==> config.mk <==
export PLATFORM = sky130hd
export DESIGN_NAME = hcsr04_echo_meter
export DESIGN_NICKNAME = d
export VERILOG_FILES = /design/src/rtl/hcsr04_pkg.sv /design/src/rtl/hcsr04_echo_meter_us_tick.sv /design/src/rtl/hcsr04_echo_meter.sv
export SDC_FILE = /design/constraint.sdc
export NUM_CORES = 1
export LEC_CHECK = 0
export CORE_UTILIZATION = 55
export CTS_CLUSTER_DIAMETER = 50
export DETAILED_ROUTE_END_ITERATION = 6
export PLACE_DENSITY = 0.75
export RECOVER_POWER = 25
export SLEW_MARGIN = 20
export SYNTH_ARGS = -nofsm -noshare
export SYNTH_HDL_FRONTEND = slang
export SYNTH_SLANG_ARGS = --single-unit
==> constraint.sdc <==
create_clock -name clk -period 10.1 [get_ports clk]
set_input_delay 1.01 -clock clk [delete_from_list [all_inputs] [get_ports clk]]
set_output_delay 1.01 -clock clk [all_outputs]
set_load 0.01 [all_outputs]
==> src/rtl/hcsr04_pkg.sv <==
// Shared types and default constants for the HC-SR04 echo meter.
package hcsr04_pkg;

    localparam int US_W   = 16;
    localparam int PROD_W = 32;

    localparam int TRIG_US         = 10;
    localparam int RISE_TIMEOUT_US = 5000;
    localparam int MAX_ECHO_US     = 38000;
    localparam int DIST_MULT       = 11239;  // Q0.16 of 0.1715 mm/us

    typedef enum logic [2:0] {
        IDLE      = 3'd0,
        TRIG      = 3'd1,
        WAIT_RISE = 3'd2,
        MEASURE   = 3'd3,
        CALC      = 3'd4,
        DONE      = 3'd5
    } state_t;

endpackage

==> src/rtl/hcsr04_echo_meter_us_tick.sv <==
// Clearable clock divider: one-cycle tick every CYCLES clocks.
module hcsr04_us_tick #(
    parameter int CYCLES = 50
) (
    input  logic clk,
    input  logic rstn,
    input  logic clr,
    output logic tick
);
    localparam int W = (CYCLES > 1) ? $clog2(CYCLES) : 1;

    logic [W-1:0] cnt;

    assign tick = (cnt == W'(CYCLES - 1));

    always_ff @(posedge clk or negedge rstn) begin
        if (!rstn)
            cnt <= '0;
        else if (clr || tick)
            cnt <= '0;
        else
            cnt <= cnt + 1'b1;
    end
endmodule

==> src/rtl/hcsr04_echo_meter.sv <==
// HC-SR04 trigger/echo timer with us->mm conversion.
// Define HCSR04_ECHO_FILTER_EN to add a 3-tap majority glitch filter on ECHO.
module hcsr04_echo_meter #(
    parameter int CLK_FREQ_HZ     = 50_000_000,
    parameter int TRIG_US         = hcsr04_pkg::TRIG_US,
    parameter int RISE_TIMEOUT_US = hcsr04_pkg::RISE_TIMEOUT_US,
    parameter int MAX_ECHO_US     = hcsr04_pkg::MAX_ECHO_US,
    parameter int DIST_MULT       = hcsr04_pkg::DIST_MULT
) (
    input  logic        clk,
    input  logic        rstn,
    input  logic        start,
    input  logic        echo,
    output logic        trig,
    output logic        busy,
    output logic        dist_valid,
    output logic [15:0] dist_mm,
    output logic [15:0] echo_us,
    output logic        err_timeout
);
    import hcsr04_pkg::*;

    localparam int CYCLES_PER_US = CLK_FREQ_HZ / 1_000_000;
    localparam int TRIG_CYC      = TRIG_US * CYCLES_PER_US;
    localparam int TC_W          = $clog2(TRIG_CYC + 1);

    localparam logic [US_W:0]     RISE_C = (US_W+1)'(RISE_TIMEOUT_US);
    localparam logic [US_W:0]     MAX_C  = (US_W+1)'(MAX_ECHO_US);
    localparam logic [PROD_W-1:0] MULT   = PROD_W'(DIST_MULT);

    state_t            state;
    logic [1:0]        sync;
    logic              echo_s, echo_d, echo_rise, echo_fall;
    logic              tick, tick_clr;
    logic [TC_W-1:0]   trig_cnt;
    logic [US_W-1:0]   us_cnt;
    logic [US_W:0]     cnt_nx;
    logic [PROD_W-1:0] prod;

    always_ff @(posedge clk or negedge rstn) begin
        if (!rstn) sync <= '0;
        else       sync <= {sync[0], echo};
    end

`ifdef HCSR04_ECHO_FILTER_EN
    logic [2:0] taps;
    always_ff @(posedge clk or negedge rstn) begin
        if (!rstn) taps <= '0;
        else       taps <= {taps[1:0], sync[1]};
    end
    assign echo_s = (taps[0] & taps[1]) | (taps[0] & taps[2]) | (taps[1] & taps[2]);
`else
    assign echo_s = sync[1];
`endif

    always_ff @(posedge clk or negedge rstn) begin
        if (!rstn) echo_d <= 1'b0;
        else       echo_d <= echo_s;
    end

    assign echo_rise = echo_s & ~echo_d;
    assign echo_fall = ~echo_s & echo_d;

    // Clearing at TRIG entry keeps the us grid aligned with the trig fall.
    assign tick_clr = (state == IDLE && start) || (state == WAIT_RISE && echo_rise);

    hcsr04_us_tick #(.CYCLES(CYCLES_PER_US)) u_tick (
        .clk  (clk),
        .rstn (rstn),
        .clr  (tick_clr),
        .tick (tick)
    );

    // A tick landing on the fall cycle still closes a full microsecond.
    assign cnt_nx = {1'b0, us_cnt} + {{US_W{1'b0}}, tick};

    always_ff @(posedge clk or negedge rstn) begin
        if (!rstn) begin
            state       <= IDLE;
            trig        <= 1'b0;
            busy        <= 1'b0;
            dist_valid  <= 1'b0;
            dist_mm     <= '0;
            echo_us     <= '0;
            err_timeout <= 1'b0;
            trig_cnt    <= '0;
            us_cnt      <= '0;
            prod        <= '0;
        end else begin
            dist_valid <= 1'b0;
            case (state)
                IDLE: if (start) begin
                    state    <= TRIG;
                    trig     <= 1'b1;
                    busy     <= 1'b1;
                    trig_cnt <= '0;
                end
                TRIG: begin
                    if (trig_cnt == TC_W'(TRIG_CYC - 1)) begin
                        trig   <= 1'b0;
                        state  <= WAIT_RISE;
                        us_cnt <= '0;
                    end else begin
                        trig_cnt <= trig_cnt + 1'b1;
                    end
                end
                WAIT_RISE: begin
                    if (echo_rise) begin
                        state  <= MEASURE;
                        us_cnt <= '0;
                    end else if (cnt_nx == RISE_C) begin
                        state       <= DONE;
                        err_timeout <= 1'b1;
                        echo_us     <= '0;
                        dist_mm     <= '0;
                        dist_valid  <= 1'b1;
                        busy        <= 1'b0;
                    end else begin
                        us_cnt <= cnt_nx[US_W-1:0];
                    end
                end
                MEASURE: begin
                    if (echo_fall) begin
                        state  <= CALC;
                        us_cnt <= cnt_nx[US_W-1:0];
                        prod   <= PROD_W'(cnt_nx[US_W-1:0]) * MULT;
                    end else if (cnt_nx == MAX_C) begin
                        state       <= DONE;
                        err_timeout <= 1'b1;
                        echo_us     <= MAX_C[US_W-1:0];
                        dist_mm     <= 16'hFFFF;
                        dist_valid  <= 1'b1;
                        busy        <= 1'b0;
                    end else begin
                        us_cnt <= cnt_nx[US_W-1:0];
                    end
                end
                CALC: begin
                    state       <= DONE;
                    echo_us     <= us_cnt;
                    dist_mm     <= US_W'(prod >> 16);
                    err_timeout <= 1'b0;
                    dist_valid  <= 1'b1;
                    busy        <= 1'b0;
                end
                DONE:    state <= IDLE;
                default: state <= IDLE;
            endcase
        end
    end
endmodule

==> results.toml <==
[logic_synthesis]
synth_area_um2 = 8867
synth_top_area_share_pct = 24.27
ys_seq_area_share_pct = 24.27
synth_area_leaders = "dfrtp_1 (24%), fa_1 (22%), ha_1 (18%)"
synth_cell_types = 61
async_reset_ff_share_pct = 100.0
synthFlopType = "dfrtp_1"
synth_top_area_cell = "dfrtp_1"
yosysWarnings = 0
ys_seq_elements = 86
synth_edf_count = 0
synth_nets = 1164
synthTopCellsByCount = "inv_1 (181), ha_1 (126), fa_1 (96), nand2_1 (96), dfrtp_1 (86)"
postSynthAreaPerCell_um2 = 9.453
synth.most_common_cell = "inv_1"
synth_cells = 938

[critical_path]
cp-end-kind = "register"
reg2reg_depth = 28
crit_path_top_delay_cell = "fa_1"
crit_cells = 28
path_delay_family = "adder cells"
cp.required_ns = 10.33
cp.buffers_inverters = 4
reg2reg_slack_ns = 1.83
r2r_end = "prod[26]$_DFFE_PN0P_"
start_kind = "register"
max_stage_delay_ns = 0.55
critPathKind = "register to register"
critPathArrivalTime_ns = 8.50
critPathMaxFanout = 6
r2r_start = "u_tick.cnt[1]$_DFF_PN0_"

[sta]
period_minus_slack_ns = 8.271
fin_hold_ws_ns = 0.3540
clock_skew_ns = 0.007376
worst_slew_margin_rel_pct = -69.85
slew_violations = 89
period_share_pct = 81.90
tns_ns = 0
fmax_ghz = 0.1209
rsz0062_at_grt = "no"
max_slew.worst_pin.slew_ns = 2.548
hold_viol = 0
setup-violations-final = 0

[detailed_routing]
vias_per_cell = 5.403
avgRoutedWirePerCell_um = 15.98
first_pass_iters = 5
drt_iter0_drc = 365
antenna_left = 0
route.detailed.drc = 0
wirelength_um = 19050
num_vias = 6440

[clocking]
holdBufCountCts = 0
path_clk_slew_ns = 0.07
cts_tree = "yes"
cts_made_buffers = 9
cts.htree.levels = 3
cts_setup_buffers = 0
worstSkewPairLatency_ns = 0.35
clock-sinks = 86
cts_resized = 0
cts_max_path_buffers = 2
clk_root_buffer_cell = "clkbuf_16"

[hold_path]
hold_class = "register to register"
hold_path_depth = 0
whs_endpoint = "sync[1]$_DFF_PN0_"
worstHoldStart = "sync[0]$_DFF_PN0_"

[floorplanning]
die-area_um2 = 16630
rows = 46
dieHeight_um = 129.0
dieWidth_um = 129.0
start_util_pct = 56.02
io_pins = 40
core_um2 = 15830

[power]
p_per_area_nw_per_um2 = 95.34
power_leakage_uw = 0.005220
worst_ir_drop_vdd_v = 0.0001376

[placed_design]
hpwl_um = 15710
dp.cells = 1176
placed_area_um2 = 9464
place.gp.congestion = 0.8911
io_buffers = 39

[cells_and_area]
drive_gt1_share_pct = 4.816
n_antenna_cell = 0
area_growth_pct = 9.863
n_fill_cell = 1365
utilization_pct = 61.55
final_area_um2 = 9742
layout.cells.non_filler = 1192
nNetsFinal = 1197

[global_route]
grt_use_total_pct = 25.17
grt_pass1_wl_um = 31900
antenna_found_initial = 0
grt_pass1_vias = 6444
grt_max_degree = 51
grt-ovfl-total = 0

[status]
violations = "capacitance limit, slew limit"
status = "finished with violations"

[job]
cap_violations = 2
==> through the flow <==
step / worst slack (ns) / total power (µW)
detailed placement: 1.865 / 613.3
global placement: 2.098 / 606.4
global route: 1.299 / 971.9
finish: 1.829 / 928.8
floorplan: 2.616 / 565.8
CTS: 1.840 / 931.3
==> worst max-delay path by stage <==
| stage | start | to | slack, ns |
|---|---|---|---|
| 6_report | u_tick.cnt[1]$_DFF_PN0_ | prod[26]$_DFFE_PN0P_ | 1.83 |
| 5_1_grt | u_tick.cnt[1]$_DFF_PN0_ | prod[26]$_DFFE_PN0P_ | 1.30 |
| 4_1_cts | u_tick.cnt[1]$_DFF_PN0_ | prod[26]$_DFFE_PN0P_ | 1.84 |
| 3_5_place_dp | u_tick.cnt[1]$_DFF_PN0_ | prod[26]$_DFFE_PN0P_ | 1.86 |
| 3_3_place_gp | u_tick.cnt[1]$_DFF_PN0_ | prod[26]$_DFFE_PN0P_ | 2.10 |
| 2_1_floorplan | u_tick.cnt[1]$_DFF_PN0_ | prod[26]$_DFFE_PN0P_ | 2.62 |
==> placed cells by master, fill, tap and decap left out, types with 4 or more instances in the layout <==
cell type,count
and4_1,4
inv_1,181
clkbuf_16,9
clkdlybuf4s50_1,37
o211ai_1,5
buf_4,5
o31ai_1,5
a21oi_1,26
o31ai_2,9
ha_1,126
nor2_1,61
xnor2_1,19
o21ai_1,8
fa_1,96
a21o_1,7
o21ai_0,60
nand4_1,7
nor3_1,9
nand2b_1,10
nor2b_1,4
dfrtp_1,86
nand3_1,19
xor2_1,19
nand2_1,96
or2_2,5
or3_1,4
==> where the power goes <==
group / switching [µW] / leakage [µW] / internal, µW
Sequential: 35.0 / 0.00117 / 373
Clock: 144 / 0.000140 / 175
Combinational: 139 / 0.00391 / 62.8
Total: 318 / 0.00522 / 611
==> sequential cells by signal, indices dropped and copies added (netlist names) <==
signal,flops
u_tick.cnt,6
dist_valid,1
echo_us,16
trig,1
prod,14
err_timeout,1
us_cnt,16
trig_cnt,9
sync,2
state,3
dist_mm,15
busy,1
echo_d,1
==> final cells by class <==
| class | instances | area [µm²] | share of cell area [%] |
|---|---|---|---|
| Clock inverter | 6 | 43.79 | 0.4495 |
| Clock buffer | 10 | 239.0 | 2.453 |
| Multi-Input combinational cell | 646 | 5924 | 60.81 |
| Inverter | 183 | 686.9 | 7.051 |
| Tap cell | 216 | 270.3 | 2.774 |
| Timing Repair Buffer | 45 | 425.4 | 4.367 |
| Sequential cell | 86 | 2152 | 22.09 |
==> cells by family after synthesis <==
group | Yosys count | synth area share (%)
flip-flops | 86 | 24.27
adder cells (fa/ha/maj) | 222 | 39.45
buffers and inverters | 206 | 8.946
AO/OA/AOI/OAI | 146 | 10.67
multiplexers | 1 | 0.1129
AND/OR/NAND/NOR | 237 | 12.43
XOR/XNOR | 40 | 4.120
==> layer usage <==
metal | vias up | routed length (µm) | GRT usage, %
li1 | 3111 | - | -
met1 | 3173 | 8462 | 33.47
met2 | 119 | 9404 | 42.13
met3 | 37 | 687 | 3.576
met4 | 0 | 492 | 8.997
met5 | - | 0 | 0
No activity file was read; power rests on OpenSTA's default activity.
